### config.mk
export PLATFORM = sky130hd
export DESIGN_NAME = inst_mem_loader
export DESIGN_NICKNAME = d
export VERILOG_FILES = /design/src/rtl/sc_loader_pkg.sv /design/src/rtl/loader_word_packer.sv /design/src/rtl/inst_mem_loader.sv
export SDC_FILE = /design/constraint.sdc
export NUM_CORES = 1
export LEC_CHECK = 0
export CAP_MARGIN = 30
export CORE_MARGIN = 1.5
export CORE_UTILIZATION = 56
export DETAILED_ROUTE_END_ITERATION = 6
export PLACE_DENSITY = 0.8
export SLEW_MARGIN = 10
export SYNTH_ARGS = -nofsm -noshare
export SYNTH_HDL_FRONTEND = slang
export SYNTH_SLANG_ARGS = --single-unit
### constraint.sdc
create_clock -name clk -period 2.1 [get_ports clk]
set_input_delay 0.42 -clock clk [delete_from_list [all_inputs] [get_ports clk]]
set_output_delay 0.42 -clock clk [all_outputs]
set_load 0.01 [all_outputs]
### src/rtl/sc_loader_pkg.sv
// rtl/sc_loader_pkg.sv - shared types and constants for the instruction-memory loader
//
// Purpose: holds the loader state enumeration, the default program length
// limit, the length-field width and the byte-lane geometry of a memory word.
// Ports: none (package).
package sc_loader_pkg;

  // Largest accepted program, in 32-bit words (2**ADDR_W for the default ADDR_W).
  localparam int MAX_WORDS = 256;

  // Width of the little-endian word-count field at the head of the stream.
  localparam int LEN_W = 16;

  // A memory word is LANES bytes of LANE_W bits each.
  localparam int LANES  = 4;
  localparam int LANE_W = 8;
  localparam int WORD_W = LANES * LANE_W;

  typedef enum logic [2:0] {
    ST_IDLE  = 3'd0,
    ST_LEN0  = 3'd1,
    ST_LEN1  = 3'd2,
    ST_DATA  = 3'd3,
    ST_CHECK = 3'd4,
    ST_DONE  = 3'd5,
    ST_ERROR = 3'd6
  } state_e;

endpackage

### src/rtl/loader_word_packer.sv
// rtl/loader_word_packer.sv - little-endian byte-to-word assembler for the loader
//
// Purpose: collects data bytes into 32-bit words, byte k of a word landing in
// bits [8k+7:8k], and flags the byte that completes a word.
// Ports:
//   clk_i         clock
//   clr_i         synchronous active-high reset
//   flush_i       restart lane counting at byte 0 (new load)
//   byte_valid_i  a data byte is transferred this cycle
//   byte_i        the data byte
//   word_o        assembled word, valid while word_done_o is high
//   word_done_o   this cycle's byte is lane 3 and completes word_o
module loader_word_packer
  import sc_loader_pkg::*;
(
  input  logic              clk_i,
  input  logic              clr_i,
  input  logic              flush_i,
  input  logic              byte_valid_i,
  input  logic [LANE_W-1:0] byte_i,
  output logic [WORD_W-1:0] word_o,
  output logic              word_done_o
);

  localparam int LANE_BITS = $clog2(LANES);
  localparam logic [LANE_BITS-1:0] LAST_LANE = LANE_BITS'(LANES - 1);

  logic [LANE_BITS-1:0]          lane_q, lane_d;
  // Lanes 0..2 are held here; lane 3 is taken straight from byte_i so the
  // full word is ready on the same edge that accepts the last byte.
  logic [WORD_W-LANE_W-1:0]      low_q, low_d;

  always_comb begin
    lane_d = lane_q;
    low_d  = low_q;
    if (flush_i) begin
      lane_d = '0;
      low_d  = '0;
    end else if (byte_valid_i) begin
      case (lane_q)
        2'd0:    low_d[7:0]   = byte_i;
        2'd1:    low_d[15:8]  = byte_i;
        2'd2:    low_d[23:16] = byte_i;
        default: low_d        = low_q;
      endcase
      // Wraps from lane 3 back to lane 0 for the next word.
      lane_d = lane_q + LANE_BITS'(1);
    end
  end

  assign word_o      = {byte_i, low_q};
  assign word_done_o = byte_valid_i && !flush_i && (lane_q == LAST_LANE);

  always_ff @(posedge clk_i) begin
    if (clr_i) begin
      lane_q <= '0;
      low_q  <= '0;
    end else begin
      lane_q <= lane_d;
      low_q  <= low_d;
    end
  end

endmodule

### src/rtl/inst_mem_loader.sv
// rtl/inst_mem_loader.sv - streams a length-prefixed, checksummed program into instruction memory
//
// Purpose: parses LEN_LO, LEN_HI, 4*N data bytes and an XOR checksum byte,
// writes each assembled word to the instruction memory and releases the CPU
// from reset only after a load whose length and checksum are both good.
// Ports:
//   clk       clock
//   clr       synchronous active-high reset
//   start     one-cycle pulse that begins a load (from IDLE, DONE or ERROR)
//   in_data   stream byte
//   in_valid  in_data is valid
//   in_ready  loader accepts a byte this cycle
//   mem_we    instruction-memory write strobe (one cycle per word)
//   mem_addr  instruction-memory word address
//   mem_din   instruction-memory write data
//   cpu_clrn  active-low CPU reset, high only after a good load
//   busy      load in progress
//   done      last load completed with a good checksum
//   err       last load failed (bad length or bad checksum)
module inst_mem_loader
  import sc_loader_pkg::*;
#(
  parameter int ADDR_W    = 8,
  parameter int MAX_WORDS = sc_loader_pkg::MAX_WORDS
) (
  input  logic              clk,
  input  logic              clr,
  input  logic              start,
  input  logic [7:0]        in_data,
  input  logic              in_valid,
  output logic              in_ready,
  output logic              mem_we,
  output logic [ADDR_W-1:0] mem_addr,
  output logic [31:0]       mem_din,
  output logic              cpu_clrn,
  output logic              busy,
  output logic              done,
  output logic              err
);

  state_e            state_q, state_d;
  logic [7:0]        len_lo_q, len_lo_d;
  // Words still to be written; reaching the last one moves the FSM to CHECK.
  logic [LEN_W-1:0]  remain_q, remain_d;
  // Next write address. It wraps to 0 after the final word of a full
  // MAX_WORDS load, but no write follows that wrap.
  logic [ADDR_W-1:0] widx_q, widx_d;
  logic [7:0]        cksum_q, cksum_d;
  logic              we_q, we_d;
  logic [ADDR_W-1:0] addr_q, addr_d;
  logic [31:0]       din_q, din_d;

  logic              loading;
  logic              xfer;
  logic              data_xfer;
  logic              flush;
  logic [LEN_W-1:0]  len_n;
  logic [31:0]       word;
  logic              word_done;

  assign loading   = (state_q == ST_LEN0) || (state_q == ST_LEN1) ||
                     (state_q == ST_DATA) || (state_q == ST_CHECK);
  assign in_ready  = loading;
  assign busy      = loading;
  assign done      = (state_q == ST_DONE);
  assign err       = (state_q == ST_ERROR);
  assign cpu_clrn  = (state_q == ST_DONE);
  assign mem_we    = we_q;
  assign mem_addr  = addr_q;
  assign mem_din   = din_q;

  assign xfer      = in_valid && in_ready;
  assign data_xfer = xfer && (state_q == ST_DATA);
  assign len_n     = {in_data, len_lo_q};

  loader_word_packer u_packer (
    .clk_i        (clk),
    .clr_i        (clr),
    .flush_i      (flush),
    .byte_valid_i (data_xfer),
    .byte_i       (in_data),
    .word_o       (word),
    .word_done_o  (word_done)
  );

  always_comb begin
    state_d  = state_q;
    len_lo_d = len_lo_q;
    remain_d = remain_q;
    widx_d   = widx_q;
    cksum_d  = cksum_q;
    we_d     = 1'b0;
    addr_d   = addr_q;
    din_d    = din_q;
    flush    = 1'b0;

    case (state_q)
      ST_IDLE, ST_DONE, ST_ERROR: begin
        if (start) begin
          state_d  = ST_LEN0;
          len_lo_d = '0;
          remain_d = '0;
          widx_d   = '0;
          cksum_d  = '0;
          flush    = 1'b1;
        end
      end

      ST_LEN0: begin
        if (xfer) begin
          len_lo_d = in_data;
          state_d  = ST_LEN1;
        end
      end

      ST_LEN1: begin
        if (xfer) begin
          if ((len_n != '0) && (len_n <= LEN_W'(MAX_WORDS))) begin
            remain_d = len_n;
            state_d  = ST_DATA;
          end else begin
            state_d  = ST_ERROR;
          end
        end
      end

      ST_DATA: begin
        if (data_xfer) begin
          cksum_d = cksum_q ^ in_data;
          if (word_done) begin
            we_d     = 1'b1;
            addr_d   = widx_q;
            din_d    = word;
            widx_d   = widx_q + ADDR_W'(1);
            remain_d = remain_q - LEN_W'(1);
            if (remain_q == LEN_W'(1)) begin
              state_d = ST_CHECK;
            end
          end
        end
      end

      ST_CHECK: begin
        if (xfer) begin
          state_d = (in_data == cksum_q) ? ST_DONE : ST_ERROR;
        end
      end

      default: state_d = ST_IDLE;
    endcase
  end

  always_ff @(posedge clk) begin
    if (clr) begin
      state_q  <= ST_IDLE;
      len_lo_q <= '0;
      remain_q <= '0;
      widx_q   <= '0;
      cksum_q  <= '0;
      we_q     <= 1'b0;
      addr_q   <= '0;
      din_q    <= '0;
    end else begin
      state_q  <= state_d;
      len_lo_q <= len_lo_d;
      remain_q <= remain_d;
      widx_q   <= widx_d;
      cksum_q  <= cksum_d;
      we_q     <= we_d;
      addr_q   <= addr_d;
      din_q    <= din_d;
    end
  end

endmodule

==> flow_summary.toml, run 1 <==
[timing]
rsz0062_at_grt = "no"
setup_violations = 0
finalCritPeriodShare_pct = 98.55
worst_pin_slew_ps = 535.6
fin_ws_ps = 30.52
fin_crit_ps = 2069
slew_viol_final = 0
final-hold-violation-count = 0
skew_ps = 15.39
whs_ps = 357.4
fmax_ghz = 0.4832
max_slew_margin_pct = 64.20

[final_layout]
fillers = 700
final_cell_area_um2 = 6143
final_nets = 712
syn2layout_area_growth_pct = 24.21
diodes = 0
final_cell_mix = "nand2_1 (120), dfxtp_1 (108), a21oi_1 (89)"
postLayoutCoreUtil_pct = 71.14
final_common_cell = "nand2_1"
drive_gt1_share_pct = 14.33

[clock_network]
cts_hold_buf = 0
post_cts_buffers = 0
clock_latency_ps = 390
cts_buffer_depth = 2
cts.sinks = 110
numCtsBuffers = 9
cts.htree.levels = 3
clkTransAtPathRegs_ps = 100
cts_tree = "built"
cts_root_buf = "clkbuf_8"

[synthesis]
syn_inst = 618
synth_edf_count = 0
yosysTopAreaCell = "dfxtp_1"
ys_warn_count = 0
synthTopCellsByArea = "dfxtp_1 (45%), nand2_1 (9.1%), a21oi_1 (9.0%)"
avgSynthCellArea_um2 = 8.003
syn_area_um2 = 4946
yosysUniqueCellTypes = 57
synth_ff_type = "dfxtp_1"
syn_nets = 637
ys_seq_area_share_pct = 44.52
synth-async-reset-ratio_pct = 0
ys_ff_latch = 110
synth_top_area_share_pct = 44.52

[route]
first_pass_iters = 5
routedWlPerCell_um = 15.90
drtIter0Drc = 401
num_vias = 4740
ant_nets = 0
via_per_inst = 5.881
routed_wl_mm = 12.81
drc = 0

[grt]
antenna_found_initial = 0
grt_pass1_wl_mm = 21.80
gr-usage-all-layers_pct = 27.97
grt_pass1_vias = 4637
grt_max_degree = 71
grt_overflow_total = 0

[job]
drv_cap = 0

[floorplanning]
core_um2 = 8636
io_pins = 58
initial_utilization_pct = 57.27
die_area_um2 = 9405
die_w_um = 96.98
die_y_um = 96.98
rows = 34

[power_and_ir_drop]
power.density_nw_per_um2 = 886.1
p_leak_nw = 2.157
peakVddDrop_mv = 0.4995

[worst_setup_path]
worstSetupStartpointType = "input pin"
path_max_fanout = 14
arrival_ps = 2390
end_kind = "register"
crit_type = "in -> reg"
cp.required_ps = 2420

[placement]
pre_cts_ws_ps = -265.0
place_area_um2 = 5922
gp_routability_congestion = 0.8668
io_buffer_count = 57
dpl.hpwl_mm = 8.818

[outcome]
status = "finished, final reports clean"

[min_path]
hp-class = "in -> reg"
==> metrics by stage <==
step / setup TNS (ps) / power [mW] / std cells
global placement: -10360 / 4.108 / 789
floorplan: 0 / 3.591 / 618
finish: 0 / 5.443 / 806
detailed placement: -13740 / 4.178 / 789
global route: 0 / 5.729 / 806
CTS: 0 / 5.389 / 805
==> synth_stat cells, types with 2 or more instances <==
cell and number:
a2111o_1 2, a211oi_1 5, a21oi_1 89, a221oi_1 3, a22oi_1 9, a2bb2oi_1 7, a31oi_1 3, a32oi_1 6
and2_1 2, and3_1 6, buf_1 4, buf_2 15, buf_4 5, buf_6 2, clkbuf_1 26, dfxtp_1 110
ha_1 7, inv_1 9, mux2i_1 3, nand2_1 120, nand2b_1 14, nand3_1 30, nand3b_1 2, nand4_1 5
nor2_1 43, nor2b_1 8, nor3_1 8, nor3b_1 2, nor4_1 5, o2111ai_1 3, o21ai_0 23, o31ai_1 2
or2_2 6, or4_1 2, xnor2_1 5, xor2_1 6
==> report_power, final <==
part / internal, mW / total (mW) / switching [mW]
Clock: 0.460 / 1.24 / 0.777
Combinational: 0.821 / 1.89 / 1.07
Sequential: 2.18 / 2.31 / 0.136
==> area by class of cell <==
type | count | area [um^2] | area share, %
clock buffer | 9 | 123.9 | 2.016
timing repair buffer | 115 | 1082 | 17.62
clock inverter | 7 | 70.07 | 1.141
tap | 108 | 135.1 | 2.200
sequential | 110 | 2205 | 35.89
multi-input combinational | 447 | 2490 | 40.53
inverter | 10 | 37.54 | 0.6110
==> sequential cells by signal, summed over array words and instances (netlist names) <==
| signal | cells |
|---|---|
| mem_addr | 8 |
| mem_we | 1 |
| mem_din | 32 |
| u_packer.lane_q | 2 |
| cksum_q | 8 |
| u_packer.low_q | 24 |
| remain_q | 16 |
| widx_q | 8 |
| len_lo_q | 8 |
| state_q | 3 |
==> critical path, cell delays in order <==
cell and delay [ps]:
clkdlybuf4s50_1 530, nor4_1 300, o211ai_1 290, o21a_2 380, or2_2 330, a21oi_1 140
==> path summary, 6_finish.rpt <==
path                             startpoint  slack (ps)  depth (start not counted)      endpoint
worst max-delay path             in_data[7]          30                          6  remain_q[12]
worst min-delay path                    clr         360                          2   mem_addr[2]
worst max register to register  len_lo_q[3]          70                          6  remain_q[12]
worst min register to register  mem_din[10]         460                          2   mem_din[10]
==> per-layer routing <==
metal / vias to the layer above / global-route usage, % / part of all wire, %
met2: 177 / 45.94 / 48
met4: 0 / 10.26 / 2.1
met5: - / 0 / 0
li1: 2282 / - / -
met1: 2246 / 36.38 / 44
met3: 35 / 5.780 / 5.7
==> kinds of logic after synthesis <==
| group | synth area share [%] |
|---|---|
| flops | 44.52 |
| fa+ha+maj | 1.771 |
| simple gates | 24.99 |
| compound gates | 20.39 |
| mux | 0.6072 |
| buf+inv | 5.767 |
| xor+xnor | 1.948 |
==> repair_timing <==
item,4_1_cts,5_1_grt
pin swaps,0,0
endpoints found under the setup margin,6,10
resized for setup,8,3
gates cloned,0,1
Power figures use the tool's default switching activity.
==> run 2: changes to the inputs <==
--- a/config.mk
+++ b/config.mk
@@ -7,9 +7,9 @@
 export LEC_CHECK = 0
 export CAP_MARGIN = 30
 export CORE_MARGIN = 1.5
-export CORE_UTILIZATION = 56
+export CORE_UTILIZATION = 30
 export DETAILED_ROUTE_END_ITERATION = 6
-export PLACE_DENSITY = 0.8
+export HOLD_SLACK_MARGIN = 0.08
 export SLEW_MARGIN = 10
 export SYNTH_ARGS = -nofsm -noshare
 export SYNTH_HDL_FRONTEND = slang
==> flow_summary.toml, run 2 (synthesis gave the netlist of run 1 again) <==
[final_layout]
largest_register_ffs = 32
diodes = 0
final_nets = 723
final_common_cell = "nand2_1"
final_cell_mix = "nand2_1 (120), dfxtp_1 (103), a21oi_1 (88)"
syn2layout_area_growth_pct = 32.25
drive_gt1_share_pct = 16.93
fin_cells = 925

[min_path]
min_from = "u_packer.low_q[22]"
hp-class = "reg -> reg"

[placement]
gp_routability_congestion = 0.7947
dpl.hpwl_mm = 9.637
io_buffer_count = 57
placed_cells = 900

[route]
num_vias = 4650
drtIter0Drc = 394
via_per_inst = 5.027
ant_nets = 0
routed_wl_mm = 13.99
routedWlPerCell_um = 15.12
drc = 0
first_pass_iters = 5

[power_and_ir_drop]
clkPwrFrac_pct = 29.2
pwr-share-comb_pct = 33.7
seq_power_share_pct = 37.1
p_int_mw = 4.117
p_leak_nw = 2.303
peakVddDrop_mv = 0.5664
switchingPower_mw = 2.111
power.density_nw_per_um2 = 952.0
switching_share_pct = 33.89

[worst_setup_path]
crit_type = "reg -> reg"
cp.required_ps = 2360
timing.rr.start = "len_lo_q[3]"
worstSetupStartpointType = "register"
path_max_fanout = 4
arrival_ps = 2310
end_kind = "register"
critPathLaunch = "len_lo_q[3]"

[floorplanning]
die_area_um2 = 17270
initial_utilization_pct = 30.91
die_w_um = 131.4
core_um2 = 16000
io_pins = 58
die_y_um = 131.4
rows = 46

[job]
drv_cap = 0

[clock_network]
cts_root_buf = "clkbuf_16"
cts.htree.levels = 3
cts_buffer_depth = 2
clock_latency_ps = 360
cts.sinks = 110
clkTransAtPathRegs_ps = 80
numCtsBuffers = 9
cts_tree = "built"

[grt]
grt_max_degree = 43
grt_pass1_vias = 4368
antenna_found_initial = 0
grt_pass1_wl_mm = 22.56
use_met3_pct = 3.742
met2_usage_pct = 25.88
grt_overflow_total = 0
gr-usage-all-layers_pct = 16.09
met1_usage_pct = 21.56
top_usage_layer = "met2"

[outcome]
status = "finished, final reports clean"

[timing]
fin_crit_ps = 2049
fmax_ghz = 0.4880
max_slew_margin_pct = 62.35
slew_viol_final = 0
setup_violations = 0
finalCritPeriodShare_pct = 97.58
final-hold-violation-count = 0
worst_pin_slew_ps = 563.1
rsz0062_at_grt = "yes"
whs_ps = 454.3
skew_ps = 9.533
fin_setup_tns_ps = 0
==> run 2: path summary, 6_finish.rpt <==
path,endpoint,slack (ps),depth (start not counted)
worst min-delay path,mem_din[22],450,2
worst max register to register,state_q[0],50,8
worst max-delay path,state_q[0],50,8
worst min register to register,mem_din[22],450,2
==> run 2: repair_timing <==
action,CTS,global route
resized for setup,11,18
pin swaps,0,4
buffers inserted,3,4
setup endpoints to repair,9,20
hold buffers,0,0
cloned,0,2
==> run 2: metal layers <==
layer	up-vias	part of all wire, %
met3	16	5.8
met5	-	0
met1	2201	48
met2	124	45
li1	2309	-
met4	0	1.4
==> run 2: final cells by class <==
type                       count  area (um^2)
clock buffer                  10        239.0
clock inverter                 6        73.82
fill                        1683         9459
inverter                      10        37.54
multi-input combinational    448         2540
sequential                   110         2221
tap                          216        270.3
timing repair buffer         125         1160
==> run 2: through the flow <==
stage	area (um^2)	utilization, %	setup WS, ps	power [mW]
floorplan	4946	-	236.6	3.591
global placement	6067	37.92	-200.5	4.165
detailed placement	6067	37.92	-261.6	4.228
CTS	6421	40.13	3.280	6.086
global route	6541	40.88	-46.68	6.556
finish	6541	40.88	50.78	6.227
==> run 2: worst max-delay path, cell delays in order (launching register included) <==
cell,delay (ps)
dfxtp_2,340
nor4_4,330
buf_4,170
and3_1,140
o211ai_1,80
buf_4,190
buf_4,140
a22o_2,240
a2111oi_4,320
==> run 2: power groups by stage <==
| stage | sequential, mW | clock (mW) | combinational (mW) |
|---|---|---|---|
| 5_1_grt | 2.33 | 1.95 | 2.28 |
| 3_3_place_gp | 2.34 | 0 | 1.82 |
| 3_5_place_dp | 2.35 | 0 | 1.88 |
| 6_report | 2.31 | 1.82 | 2.10 |
| 2_1_floorplan | 2.29 | 0 | 1.30 |
| 4_1_cts | 2.30 | 1.87 | 1.91 |
